File: src/rtl/rom_streamer.sv
// rom_streamer: reads len consecutive ROM words from start_addr and emits them on a valid/ready stream.
// Latency: first rom_r_en one cycle after an accepted start, first m_valid two cycles after it, then one word per cycle.
// Backpressure: m_ready low holds the 2-entry buffer head; reads pause while buffered + in-flight words would exceed 2.

// Small generic FIFO: registered storage, head word always visible on head_dat.
// Latency: a pushed word is visible at the head on the cycle after the push.
// Backpressure: none internally; the caller never pushes into a full FIFO or pops an empty one.
module rom_streamer_fifo #(
    parameter int WIDTH = 8,
    parameter int DEPTH = 2
) (
    input  logic                         clk,
    input  logic                         rst,
    input  logic                         push_vld,
    input  logic [WIDTH-1:0]             push_dat,
    input  logic                         pop_vld,
    output logic [WIDTH-1:0]             head_dat,
    output logic [$clog2(DEPTH+1)-1:0]   count
);
    // Pointers wrap naturally, so DEPTH must be a power of two.
    localparam int PW = (DEPTH > 1) ? $clog2(DEPTH) : 1;
    localparam int CW = $clog2(DEPTH + 1);

    logic [WIDTH-1:0] mem [DEPTH];
    logic [PW-1:0]    wr_ptr;
    logic [PW-1:0]    rd_ptr;

    // Storage, pointers and occupancy; push and pop may coincide.
    always_ff @(posedge clk or posedge rst) begin
        if (rst) begin
            for (int i = 0; i < DEPTH; i++) begin
                mem[i] <= '0;
            end
            wr_ptr <= '0;
            rd_ptr <= '0;
            count  <= '0;
        end else begin
            if (push_vld) begin
                mem[wr_ptr] <= push_dat;
                wr_ptr      <= wr_ptr + PW'(1);
            end
            if (pop_vld) begin
                rd_ptr <= rd_ptr + PW'(1);
            end
            count <= count + CW'(push_vld) - CW'(pop_vld);
        end
    end

    assign head_dat = mem[rd_ptr];
endmodule

module rom_streamer #(
    parameter int DATA_W = 8,
    parameter int ADDR_W = 10
) (
    input  logic              clk,
    input  logic              rst,
    input  logic              start,
    input  logic [ADDR_W-1:0] start_addr,
    input  logic [ADDR_W:0]   len,
    output logic              busy,
    output logic              done,
    output logic              rom_r_en,
    output logic [ADDR_W-1:0] rom_addr,
    input  logic [DATA_W-1:0] rom_rdata,
    output logic              m_valid,
    output logic [DATA_W-1:0] m_data,
    output logic              m_last,
    input  logic              m_ready
);
    typedef enum logic [1:0] {
        IDLE  = 2'd0,
        RUN   = 2'd1,
        DRAIN = 2'd2
    } state_t;

    state_t            state;
    state_t            state_nxt;
    logic [ADDR_W-1:0] cur_addr;
    logic [ADDR_W-1:0] rom_addr_q;
    logic [ADDR_W:0]   remaining;
    logic              inflight;
    logic              inflight_last;
    logic              done_q;
    logic [1:0]        occ;
    logic [DATA_W:0]   head_dat;
    logic              head_last;
    logic              accept;
    logic              issue;
    logic              pop;
    logic              last_issue;
    logic [2:0]        slots;

    // A start is taken only in IDLE and not in the completion cycle.
    assign accept     = (state == IDLE) && start && !done_q;
    assign pop        = (occ != 2'd0) && m_ready;
    assign head_last  = head_dat[DATA_W];
    // Words that will occupy the buffer after this cycle if nothing new is read.
    assign slots      = {1'b0, occ} + {2'b0, inflight} - {2'b0, pop};
    assign issue      = (state == RUN) && (remaining != '0) && (slots < 3'd2);
    assign last_issue = issue && (remaining == (ADDR_W+1)'(1));

    // State register.
    always_ff @(posedge clk or posedge rst) begin
        if (rst) begin
            state <= IDLE;
        end else begin
            state <= state_nxt;
        end
    end

    // Next-state: RUN until the final read issues, DRAIN until the last beat leaves.
    always_comb begin
        state_nxt = state;
        case (state)
            IDLE: begin
                if (accept && (len != '0)) begin
                    state_nxt = RUN;
                end
            end
            RUN: begin
                if (last_issue) begin
                    state_nxt = DRAIN;
                end
            end
            DRAIN: begin
                if (pop && head_last) begin
                    state_nxt = IDLE;
                end
            end
            default: state_nxt = IDLE;
        endcase
    end

    // Outputs: read port follows the issue decision, stream port is the buffer head.
    always_comb begin
        busy     = (state != IDLE);
        done     = done_q;
        rom_r_en = issue;
        rom_addr = issue ? cur_addr : rom_addr_q;
        m_valid  = (occ != 2'd0);
        m_data   = head_dat[DATA_W-1:0];
        m_last   = (occ != 2'd0) && head_last;
    end

    // Address/count bookkeeping, in-flight tracking and the completion pulse.
    always_ff @(posedge clk or posedge rst) begin
        if (rst) begin
            cur_addr      <= '0;
            rom_addr_q    <= '0;
            remaining     <= '0;
            inflight      <= 1'b0;
            inflight_last <= 1'b0;
            done_q        <= 1'b0;
        end else begin
            if (accept) begin
                cur_addr  <= start_addr;
                remaining <= len;
            end else if (issue) begin
                cur_addr   <= cur_addr + ADDR_W'(1);
                remaining  <= remaining - (ADDR_W+1)'(1);
                rom_addr_q <= cur_addr;
            end
            inflight      <= issue;
            inflight_last <= last_issue;
            done_q        <= (accept && (len == '0)) ||
                             ((state == DRAIN) && pop && head_last);
        end
    end

    // ROM data lands in the buffer the cycle after its read, tagged with its last flag.
    rom_streamer_fifo #(
        .WIDTH (DATA_W + 1),
        .DEPTH (2)
    ) u_buf (
        .clk      (clk),
        .rst      (rst),
        .push_vld (inflight),
        .push_dat ({inflight_last, rom_rdata}),
        .pop_vld  (pop),
        .head_dat (head_dat),
        .count    (occ)
    );
endmodule

File: config.mk
export PLATFORM = sky130hd
export DESIGN_NAME = rom_streamer
export DESIGN_NICKNAME = d
export VERILOG_FILES = /design/src/rtl/rom_streamer.sv
export SDC_FILE = /design/constraint.sdc
export NUM_CORES = 1
export LEC_CHECK = 0
export BUFFER_PORTS_ARGS = -buffer_cell sky130_fd_sc_hd__clkbuf_2
export CAP_MARGIN = 20
export CORE_UTILIZATION = 48
export DETAILED_ROUTE_END_ITERATION = 8
export PLACE_DENSITY = 0.74
export REMOVE_ABC_BUFFERS = 1
export SLEW_MARGIN = 40
export SYNTH_ARGS = -nofsm -noshare
export SYNTH_HDL_FRONTEND = slang
export SYNTH_SLANG_ARGS = --single-unit
File: constraint.sdc
create_clock -name clk -period 10.01 [get_ports clk]
set_clock_uncertainty 0.05 [all_clocks]
set_input_delay 2.002 -clock clk [delete_from_list [all_inputs] [get_ports clk]]
set_output_delay 2.002 -clock clk [all_outputs]
set_load 0.02 [all_outputs]
======== Word level (Yosys, flattened, before mapping) ========
Cells that the tools add are included.
word-level totals
  input port bits ......................... 33
  register bits ........................... 58
  logic and storage cells ................. 70
operators by class
  mux-type cells .......................... 15
  reductions and logical operators ........ 23
  bitwise logic cells ..................... 2
  equality and inequality tests ........... 6
  add/subtract/negate cells ............... 8
  $lt $le $gt $ge ......................... 4
operators with widths
  cell                                                        count
  2-to-1 mux 9 bit                                            4
  2-to-1 mux 10 bit                                           3
  2-to-1 mux 11 bit                                           2
  nonzero test 11 bit                                         2
  bitwise mux 18 bit                                          1
  logical AND 1 bit                                           13
  equality test 11 x 1 -> 1 bit, second input constant        1
  logical NOT 11 bit                                          1
  subtractor 11 x 1 -> 11 bit, second input constant          1
  adder 10 x 1 -> 10 bit, second input constant               1
  demux 9 bit (select 1 bit)                                  1
  2-to-1 mux 2 bit                                            3
  case mux 2 bit (3 select lines)                             1
  nonzero test 2 bit                                          3
  greater-or-equal comparator 2 bit, second input constant    2
  != test 2 bit, second input constant                        2
  NOT 1 -> 2 bit                                              2
  adder 2 x 1 -> 3 bit                                        1
  less-than comparator 3 x 2 -> 1 bit, second input constant  1
  AND reduction 3 bit                                         1
  subtractor 3 x 1 -> 3 bit                                   1
  adder 1 bit, second input constant                          2
  adder 2 x 1 -> 2 bit                                        1
  equality test 2 x 1 -> 1 bit, second input constant         1
  7 further kinds                                             7

======== Longest topological paths before layout ========
Gate-level depths: netlist of run 1.
  word-level depth ........................ 8
  depth in mapped cells ................... 14
  mapped depth without buffers ............ 13

======== Modules after synthesis ========
From an unflattened synthesis of run 1, not the netlist that was laid out.
unflattened totals
  cells, all modules ...................... 272
  area, all modules ....................... 3,144.3 µm²
modules (own cells, without submodules)
  module             area an instance (µm²)  cells an instance  instances
  rom_streamer       2,155.8                 210                1
  rom_streamer_fifo  988.4                   62                 1

======== Least setup slack after synthesis of run 1 ========
OpenSTA, ideal clock, no wires.
  path type ............................... input to output
  start ................................... in m_ready
  end ..................................... out rom_addr[1]
  path slack .............................. 3.539 ns
  stages .................................. 12
  arrival time ............................ 4.419 ns
  path through ............................ and2_1 -> ha_1 -> inv_1 -> ha_1 -> inv_1 -> fa_1 -> xnor2_1 -> and3_1 -> nand2_4 -> buf_4 -> buf_4 -> o21ai_0
between the ends
  cells in the longest elaborated chain, start to end .. 5
ends and longest elaborated chain
  element                              RTL line  text
  start: declaration                   69        input logic m_ready
  logical AND 1 bit                    96        assign pop = (occ != 2'd0) && m_ready;
  subtractor 3 x 1 -> 3 bit            99        assign slots = {1'b0, occ} + {2'b0, inflight} - {2'b0, pop};
  less-than comparator 3 x 2 -> 1 bit  100       assign issue = (state == RUN) && (remaining != '0) && (slots < 3'd2);
  logical AND 1 bit                    100
  2-to-1 mux 10 bit                    -
  end: declaration                     64        output logic [ADDR_W-1:0] rom_addr,
No other way between the ends.

======== Final worst setup path of run 1 ========
  start ................................... in m_ready
  end ..................................... out rom_addr[5]
between the ends
  cells in the longest elaborated chain, start to end .. 5
ends and longest elaborated chain
  element                              RTL line  text
  logical AND 1 bit                    96
  via pop                              90        logic pop;
  subtractor 3 x 1 -> 3 bit            99
  less-than comparator 3 x 2 -> 1 bit  100
  logical AND 1 bit                    100
  2-to-1 mux 10 bit                    -
The timed path passes the listed nets, and every way through them passes these cells.

==> summary.txt, run 1 <==
Timing
  • Rel. slew slack: 51.89%
  • Minimum clock period: around 6.6 ns
  • Setup violations, final: 0
  • Fin worst setup slack: 3.365 ns
  • Worst Max-Slew Pin Slew: 0.7216 ns
  • Fmax: between 0.15 and 0.2 GHz
  • Final Cycle Share: roughly two thirds
  • Sum Neg Setup Slack: 0 ns
  • Fin. Hold Viols: 0
  • RSZ-0062 raised after global routing: no
  • Slew Viols, Final: 0

Clock network
  • Postcts setup bufs: 0
  • Inserted Clock Buffers: 9
  • CTS tree: built
  • Post-CTS Hold Fix Bufs: 0
  • Worst-Skew Late Latency: roughly 0.32 ns
  • Clk sinks: 58
  • Max clock buf depth: 2
  • Gates resized, CTS repair: 0
  • Root Driver: clkbuf_8
  • H-tree level count: 3
  • Clk slew on worst S/H paths: roughly 0.060 ns

Synthesis
  • Cell with the most instances after synthesis: dfrtp_1
  • Post-synthesis register bit count: 58
  • Post-synth ARST share: 100.0%
  • Yosys synthesis warning count: 0
  • Syn Inst Count: roughly 280
  • Post-synth top cells: dfrtp_1 (58), nand2_1 (41), mux2_2 (27), o21ai_0 (21), inv_1 (15)
  • Synthesized area: about 3000 um2
  • Share of the synthesized area in the top cell type: about half
  • Syn Area/Cell: 10.45 um2
  • Post-synth EDFFs: 0
  • Main synth FF type: dfrtp_1
  • Post-synthesis sequential area ratio: approximately half
  • Synth top area cells: dfrtp_1 (49%), mux2_2 (10%), nand2_1 (5.2%), o21ai_0 (3.6%), ha_1 (2.6%)
  • Synth cell types: 53
  • Largest area contributor in the netlist: dfrtp_1

Drt
  • Via count: around 2300
  • Final ANT Viol Nets: 0
  • Total wire length: 6.169 mm
  • Drt pass-1 iters: 4
  • DRT iter0 DRCs: 87
  • Routed len/inst: 14.72 um
  • DRC viols: 0
  • Vias per inst: 5.461

Place
  • Place WS: about 3.4 ns
  • Hpwl dp: about 4.3 mm
  • Port buffer count: 55
  • GPL Wtd Cong: 0.8056
  • Post-DP Area: 3267 um2

Critical path
  • Crit-path slowest cell: fa_1
  • CP cell instances: clkbuf_2 -> and2_1 -> ha_1 -> inv_1 -> ha_1 -> inv_1 -> fa_1 -> xnor2_1 -> and3_1 -> nand2_4 -> inv_4 -> nand2_1 -> nand2_1 -> clkbuf_2
  • Setup crit end kind: output port
  • Crit path max fanout: 37
  • Critical Path RT: around 8.0 ns
  • Critical Path Start: m_ready
  • R2r startpoint: u_buf.count[1]
  • Worst Path Arrival: 4.59 ns
  • Crit path kind: in -> out
  • Max incr delay on CP: 0.37 ns
  • R2R depth: 13
  • Reg-to-reg setup timing slack: about 6.6 ns
  • Launching element type of the critical path: primary input
  • Setup crit end: rom_addr[5]
  • Critical R2R Capture: cur_addr[8]

Floorplanning
  • Initial cell density of the core: 49.60%
  • Chip width: 80.22 um
  • # IOs: 56
  • Row cnt: 28
  • Core footprint: 5921 um2
  • Die area: around 6400 um2
  • Die Y-Extent: between 80 and 90 um

Pwr
  • Pwr dens: 376.2 nW/um2
  • Max IR drop VDD: 0.2159 mV
  • Leakage power: roughly 0.0017 uW
  • Total chip power: roughly 1300 uW

Final layout
  • Finished layout cell area: approximately 3500 um2
  • Fraction of layout cells with a size suffix above 1: approximately a third
  • Area growth, synth to finish: 19.81%
  • Layout net count: roughly 380
  • # diodes: 0
  • Fin util: between 50 and 60%

GRT
  • Total Routing Usage GR: 21.22%
  • GR Overflow Total: 0
  • Largest net degree at the start of global routing: between 50 and 60
  • Initial antenna violation count: 0
  • First-pass GRT wire length: between 10 and 15 mm
  • Vias in the first global route: 2179

Run
  • Max cap viols: 0

Worst hold path
  • HP Start: rom_addr_q[6]
  • Hold/Removal Path Class: reg -> reg

Status
  • Status: completed
-- sequential cells by signal, summed over array words and instances (netlist names) --
signal         flops
u_buf.rd_ptr       1
inflight_last      1
remaining         11
u_buf.wr_ptr       1
u_buf.count        2
state              2
cur_addr          10
done               1
u_buf.mem         18
rom_addr_q        10
inflight           1
-- final cells by class --
class | instances | area (um2)
Clock inverter | 5 | 100.1
Sequential cell | 58 | 1451
Inverter | 16 | 62.56
Tap cell | 75 | 93.84
Clock buffer | 11 | 151.4
Timing Repair Buffer | 57 | 290.3
Multi-Input combinational cell | 197 | 1369
Fill cell | 497 | 2402
-- logic make-up (layout without fill, tap and decap cells) --
| kind of cell | count (synthesis) | count (layout) | share of synthesized area (%) |
|---|---|---|---|
| simple gates | 99 | 99 | 18.15 |
| compound gates | 58 | 58 | 13.00 |
| flops | 58 | 58 | 49.42 |
| mux | 29 | 29 | 11.04 |
| buf+inv | 26 | 89 | 3.962 |
| fa+ha+maj | 7 | 7 | 3.238 |
| xor+xnor | 4 | 4 | 1.193 |
-- per-layer routing --
layer  GRT usage (%)  wire [um]
met1           29.20       2949
met5               0          0
met2           33.08       2927
met4           7.857         19
met3           4.318        273
-- worst max-delay path, delay by kind of cell --
| kind | cells | cell delay, ns |
|---|---|---|
| adders and majority gates | 3 | 0.78 |
| and+or+nand+nor | 5 | 0.94 |
| xor gates and xnor gates | 1 | 0.26 |
| buffers and inverters | 5 | 0.59 |
-- per-stage QoR --
step | instances | hold WS [ns]
after floorplan | 271 | 0.3887
after global placement | 403 | 0.4024
after detailed placement | 403 | 0.4066
after CTS | 419 | 0.4224
after global routing | 419 | 0.4388
final | 419 | 0.4191
-- layout by cell type (no fill, tap or decap), types with 3 or more instances in the layout --
cell type	n
nor3_1	4
nand3_1	8
a221o_1	4
o211ai_1	4
nand2_1	41
a22oi_1	4
clkbuf_2	55
o21ai_0	21
ha_1	6
inv_1	14
a21oi_1	10
or2_2	3
or3_1	3
and3_1	3
nor4_1	5
clkbuf_8	11
bufinv_16	3
dfrtp_1	58
or4_1	4
mux2_2	27
xor2_1	3
nor2_1	13
-- how the worst min path moves through the flow --
| stage | end | slack (ns) | depth (start not counted) |
|---|---|---|---|
| 6_report | rom_addr_q[6] | 0.42 | 2 |
| 5_1_grt | rom_addr_q[6] | 0.44 | 2 |
| 4_1_cts | rom_addr_q[6] | 0.42 | 2 |
| 3_5_place_dp | rom_addr_q[6] | 0.41 | 2 |
| 3_3_place_gp | rom_addr_q[5] | 0.40 | 2 |
| 2_1_floorplan | rom_addr_q[1] | 0.39 | 2 |
-- where the power goes --
part	leakage, uW	internal [uW]	switching, uW
combinational	0.000801	246	392
sequential	0.000723	335	83.5
clock	0.000129	178	89.5
Power figures use the tool's default switching activity.
==> run 2, diff against run 1 <==
- ABC_AREA: default -> 1
- PLACE_DENSITY: 0.74 -> 0.73
- clock period: 10.01 -> 6.9 ns (I/O delays scaled with it)
==> run 2 against run 1 <==
Compared with the run above:
- sequential cell count did not move
- clock-buffer cell count is 1 higher
- non-clock buffer count is 1 lower
- worst setup slack lost 1.9 ns
- sequential share of layout area is 1.1 points lower
- routed wire length grew 7.1%
- synthesized cell count up 45%
- clock power is 7.8% higher
- critical path type unchanged
==> summary.txt, run 2 <==
Clock network
  • Worst-Skew Late Latency: between 0.3 and 0.4 ns
  • Clk slew on worst S/H paths: about 0.070 ns
  • Inserted Clock Buffers: 9
  • CTS tree: built
  • Root Driver: clkbuf_8
  • Postcts setup bufs: 0
  • H-tree level count: 3
  • Max clock buf depth: 2
  • Post-CTS Hold Fix Bufs: 0
  • Clk sinks: between 50 and 60
  • Gates resized, CTS repair: 0

Floorplanning
  • Chip width: between 80 and 90 um
  • Die area: a little under 7000 um2
  • Die Y-Extent: ~83 um
  • Initial cell density of the core: 49.69%
  • Core footprint: 6350 um2
  • Row cnt: 29
  • # IOs: 56

Critical path
  • R2R depth: 13
  • Max incr delay on CP: about 0.5 ns
  • Crit-path slowest cell: fa_1
  • Setup crit end kind: output port
  • Critical Path RT: between 5 and 6 ns
  • Launching element type of the critical path: primary input
  • Critical R2R Capture: state[0]
  • R2r startpoint: u_buf.count[1]
  • CP dominant cell by count: nand2_1
  • Reg-to-reg setup timing slack: between 3 and 4 ns
  • Worst Path Arrival: ~4.0 ns
  • CP cell instances: clkbuf_2 -> o21a_1 -> ha_1 -> inv_1 -> ha_1 -> inv_1 -> fa_1 -> nand2_1 -> nor2_4 -> nand2_4 -> inv_2 -> nand2_1 -> nand2_1 -> clkbuf_2
  • Crit path max fanout: 48
  • Crit path kind: in -> out

GRT
  • GR Overflow Total: 0
  • Vias in the first global route: around 2600
  • Largest net degree at the start of global routing: 59
  • First-pass GRT wire length: roughly 12 mm
  • Total Routing Usage GR: a little over a fifth
  • Initial antenna violation count: 0

Timing
  • Worst Max-Slew Pin Slew: approximately 0.70 ns
  • Final Cycle Share: about 78%
  • Fmax: about 0.19 GHz
  • Slew Viols, Final: 0
  • Minimum clock period: ~5.4 ns
  • Setup violations, final: 0
  • Sum Neg Setup Slack: 0 ns
  • Rel. slew slack: a little over half
  • RSZ-0062 raised after global routing: no
  • Fin. Hold Viols: 0

Pwr
  • Max IR drop VDD: slightly below 0.3 mV
  • Pwr dens: 542.3 nW/um2
  • Leakage power: a little under 0.002 uW

Status
  • Status: completed

Synthesis
  • Post-synthesis sequential area ratio: between 40 and 50%
  • Post-synthesis register bit count: 58
  • Post-synth ARST share: 100.0%
  • Share of the synthesized area in the top cell type: 46.00%
  • Post-Synth XOR/XNOR Area: 2.776%
  • Main synth FF type: dfrtp_1
  • Post-synthesis mux area share: 0%
  • Largest area contributor in the netlist: dfrtp_1
  • Adder-Cell Fraction of Synth Area: ~3.0%
  • Area share of and/or/nand/nor cells after synthesis: between 30% and 40%
  • Syn Inst Count: around 400
  • Synth cell types: 33
  • Post-synth EDFFs: 0
  • Yosys synthesis warning count: 0
  • Cell with the most instances after synthesis: nand2_1
  • Synth Area in Compound Gates: approximately 6.9%
  • Syn Area/Cell: between 7 and 8 um2
  • Synthesized area: approximately 3200 um2
  • Synth top area cells: dfrtp_1 (46%), nand2_1 (17%), nand3_1 (6.0%), o21ai_0 (4.9%), inv_1 (4.5%)
  • Post-synth top cells: nand2_1 (147), dfrtp_1 (58), inv_1 (38), nand3_1 (38), o21ai_0 (31)
  • Main combinational cell family by area after synthesis: simple AND/OR/NAND/NOR gates

Final layout
  • Largest regs: u_buf.mem x18, remaining x11
  • Filler cells: 600
  • Area growth, synth to finish: 14.59%
  • Most frequent cells in the layout: nand2_1 (146), dfrtp_1 (58), clkbuf_2 (55)
  • Reg with most FFs: u_buf.mem
  • Commonest non-fill, non-tap cell in the layout: nand2_1
  • Max reg flops: 18
  • Fin util: 56.95%
  • Fraction of layout cells with a size suffix above 1: 19.96%
  • Layout net count: around 500
  • # diodes: 0

Worst hold path
  • Hold/Removal Path Class: reg -> reg
  • HP Start: rom_addr_q[4]
  • Worst Hold Depth: 2
  • Hold Path End: rom_addr_q[4]

Run
  • Max cap viols: 0

Place
  • GPL Wtd Cong: between 0.8 and 0.9
  • Port buffer count: between 50 and 60
  • Hpwl dp: around 4.4 mm

Drt
  • Total wire length: 6.608 mm
  • Vias per inst: between 5 and 6
  • Final ANT Viol Nets: 0
  • DRC viols: 0
  • DRT iter0 DRCs: about 120
  • Routed len/inst: ~12 um
  • Via count: between 2000 and 3000
  • Drt pass-1 iters: 4
run 2: area by class of cell:
type | count | area (um2) | area share, %
multi-input combinational | 294 | 1443 | 39.90
timing repair buffer | 56 | 286.5 | 7.924
clock buffer | 12 | 155.1 | 4.291
tap | 77 | 96.34 | 2.664
sequential | 58 | 1451 | 40.14
inverter | 42 | 157.7 | 4.360
clock inverter | 4 | 26.28 | 0.7266
run 2: per-stage QoR:
stage	cells	area [um2]	hold slack (ns)	total power [uW]	setup slack, ns
2_1_floorplan	394	3049	0.3928	1385	1.932
3_3_place_gp	527	3428	0.4090	1638	1.536
3_5_place_dp	527	3431	0.4192	1674	1.489
4_1_cts	543	3612	0.4348	1975	1.479
5_1_grt	543	3616	0.4434	2141	1.259
6_report	543	3616	0.4318	1961	1.497
run 2: cells by family (layout without fill, tap and decap cells):
group,Yosys count,in the layout
flip-flops,58,58
XOR/XNOR,10,10
buffers and inverters,56,114
AND/OR/NAND/NOR,234,234
adder cells (fa/ha/maj),7,7
AO/OA/AOI/OAI,43,43
run 2: worst max-delay path by stage:
stage                 start     endpoint  slack (ns)
detailed placement  m_ready  rom_addr[4]        1.49
floorplan           m_ready  rom_addr[2]        1.93
global placement    m_ready  rom_addr[2]        1.54
finish              m_ready  rom_addr[4]        1.50
CTS                 m_ready  rom_addr[4]        1.48
global route        m_ready  rom_addr[4]        1.26
run 2: where the power goes:
group	internal [uW]	switching [uW]	total, uW
sequential	498	132	629
clock	149	140	289
combinational	343	699	1040
run 2: critical path, delay by kind of cell:
family                   cells  cell delay (ns)
adder cells (fa/ha/maj)      3             0.91
buffers and inverters        5             0.78
AND/OR/NAND/NOR              5             0.78
AO/OA/AOI/OAI                1             0.13
run 2: routing by layer:
metal	share of wire, %	GRT usage [%]
met1	47	27.17
met2	47	33.98
met3	5.2	5.666
met4	0.97	7.367
met5	0	0
==> run 3, diff against run 2 <==
- PLACE_DENSITY: 0.73 -> 0.76
- clock period: 6.9 -> 4.45 ns (I/O delays scaled with it)
==> run 3 against run 2 <==
Compared with the run above:
- sequential share of layout area decreased by 0.70 points
- largest cell class unchanged
- non-clock buffer count increased by 4
- cell count increased by 0.74%
- clock power increased by 87%
- worst setup slack got worse by 1.1 ns
- critical path depth unchanged
- combinational power increased by 60%
- first-iteration DRC count increased by 13%
- critical endpoint is now rom_addr[8]
- via count decreased by 0.55%
- final area increased by 1.8%
- register-to-register slack got worse by 2.3 ns
- global-route usage decreased by 0.27 points
==> summary.txt, run 3 (same netlist as run 2, synthesis figures left out) <==
Status
  • Status: completed

Clock network
  • Post-CTS Hold Fix Bufs: 0
  • H-tree level count: 3
  • Worst-Skew Late Latency: roughly 0.34 ns
  • Clk slew on worst S/H paths: 0.06 ns
  • Postcts setup bufs: 0
  • Gates resized, CTS repair: 0
  • Inserted Clock Buffers: 9
  • CTS tree: built
  • Clk sinks: 58
  • Root Driver: clkbuf_8
  • Max clock buf depth: 2

Critical path
  • Worst Path Buf+Inv: 5
  • Setup crit end kind: output port
  • Launching element type of the critical path: primary input
  • Critical Path RT: 3.51 ns
  • CP delay by family, top: adder cells
  • Crit path max fanout: 28
  • Max incr delay on CP: 0.51 ns
  • Crit-path slowest cell: fa_1
  • Worst Path Arrival: approximately 3.1 ns
  • CP cell instances: clkbuf_2 -> o21a_1 -> ha_1 -> inv_1 -> ha_1 -> inv_1 -> fa_1 -> nand2_1 -> nor2_4 -> nand2_4 -> buf_4 -> nand2_1 -> o21ai_1 -> clkbuf_2
  • Crit path kind: in -> out

Floorplanning
  • Row cnt: 29
  • Die area: roughly 7000 um2
  • Chip width: about 83 um
  • Die Y-Extent: between 80 and 90 um
  • Initial cell density of the core: roughly half
  • # IOs: 56
  • Core footprint: roughly 6300 um2

GRT
  • Global routing's busiest layer: met2
  • M2 GR Usage: 32.27%
  • GR Util met3: between 4 and 5%
  • Total Routing Usage GR: 20.71%
  • Largest net degree at the start of global routing: 50
  • Vias in the first global route: 2556
  • Initial antenna violation count: 0
  • First-pass GRT wire length: approximately 12 mm
  • GR Overflow Total: 0
  • GRT met1 Usage: between 20% and 30%

Timing
  • Sum Neg Setup Slack: 0 ns
  • Setup violations, final: 0
  • Fmax: 0.2448 GHz
  • Slew Viols, Final: 0
  • WHS: about 0.42 ns
  • RSZ-0062 raised after global routing: no
  • Fin. Hold Viols: 0
  • Rel. slew slack: a little under three fifths
  • Final Cycle Share: between 90% and 100%
  • Worst Max-Slew Pin Slew: 0.6730 ns
  • Minimum clock period: about 4 ns

Drt
  • Vias per inst: 4.991
  • Final ANT Viol Nets: 0
  • DRC viols: 0
  • Drt pass-1 iters: 5
  • Routed len/inst: around 12 um
  • Total wire length: roughly 6.5 mm
  • DRT iter0 DRCs: 140
  • Via count: approximately 2700

Worst hold path
  • Hold/Removal Path Class: reg -> reg

Final layout
  • Largest regs: u_buf.mem x18, remaining x11
  • Layout net count: 505
  • Filler cells: around 570
  • # diodes: 0
  • Most frequent cells in the layout: nand2_1 (147), dfrtp_1 (58), clkbuf_2 (55)
  • Fraction of layout cells with a size suffix above 1: around a fifth
  • Commonest non-fill, non-tap cell in the layout: nand2_1
  • Max reg flops: 18
  • Area growth, synth to finish: 16.61%
  • Reg with most FFs: u_buf.mem

Pwr
  • Pwr dens: 862.8 nW/um2
  • Leakage power: between 0.0015 and 0.002 uW
  • Max IR drop VDD: about 0.57 mV

Place
  • Port buffer count: 55
  • GPL Wtd Cong: ~0.85
  • Hpwl dp: around 4.6 mm

Run
  • Max cap viols: 0
## run 3: metal layers
| metal | wire length [um] | part of all wire, % |
|---|---|---|
| met5 | 0 | 0 |
| met3 | 302 | 4.6 |
| met2 | 3045 | 47 |
| met1 | 3093 | 47 |
| met4 | 82 | 1.3 |
## run 3: final timing paths
path / endpoint / startpoint / slack (ns) / depth (start not counted)
min in group asynchronous: u_buf.mem[16] / rst / 0.56 / 2
worst min register to register: rom_addr_q[5] / rom_addr_q[5] / 0.42 / 2
worst max register to register: remaining[1] / u_buf.count[1] / 1.47 / 13
worst min-delay path: rom_addr_q[5] / rom_addr_q[5] / 0.42 / 2
worst max-delay path: rom_addr[8] / m_ready / 0.37 / 14
max in group asynchronous: done / rst / 3.19 / 3
## run 3: cell type report
| cell class | instances | area [um2] | share of cell area (%) |
|---|---|---|---|
| multi-input combinational | 294 | 1440 | 39.14 |
| inverter | 42 | 160.2 | 4.352 |
| tap | 77 | 96.34 | 2.618 |
| clock buffer | 11 | 141.4 | 3.842 |
| clock inverter | 5 | 77.57 | 2.108 |
| sequential | 58 | 1451 | 39.44 |
| timing repair buffer | 60 | 312.8 | 8.501 |
## run 3: stage by stage
stage	power (uW)	area, um2	std cells	util (%)	setup slack, ns
finish	3175	3680	547	57.95	0.3650
global route	3481	3680	547	57.95	0.1791
CTS	3204	3680	547	57.95	0.3547
detailed placement	2649	3461	531	54.50	0.3751
global placement	2590	3458	531	54.46	0.3997
floorplan	2147	3049	394	-	0.4620
## run 3: power by group
part / leakage [uW] / total (uW) / switching [uW] / internal (uW)
logic: 0.00114 / 1660 / 1090 / 572
clock network: 0.000109 / 539 / 210 / 329
registers: 0.000726 / 975 / 204 / 772
## run 3: tightest hold or removal path: stages (launching register included)
cell	delay, ns
dfrtp_1	0.32
nand2_1	0.05
o21ai_0	0.06
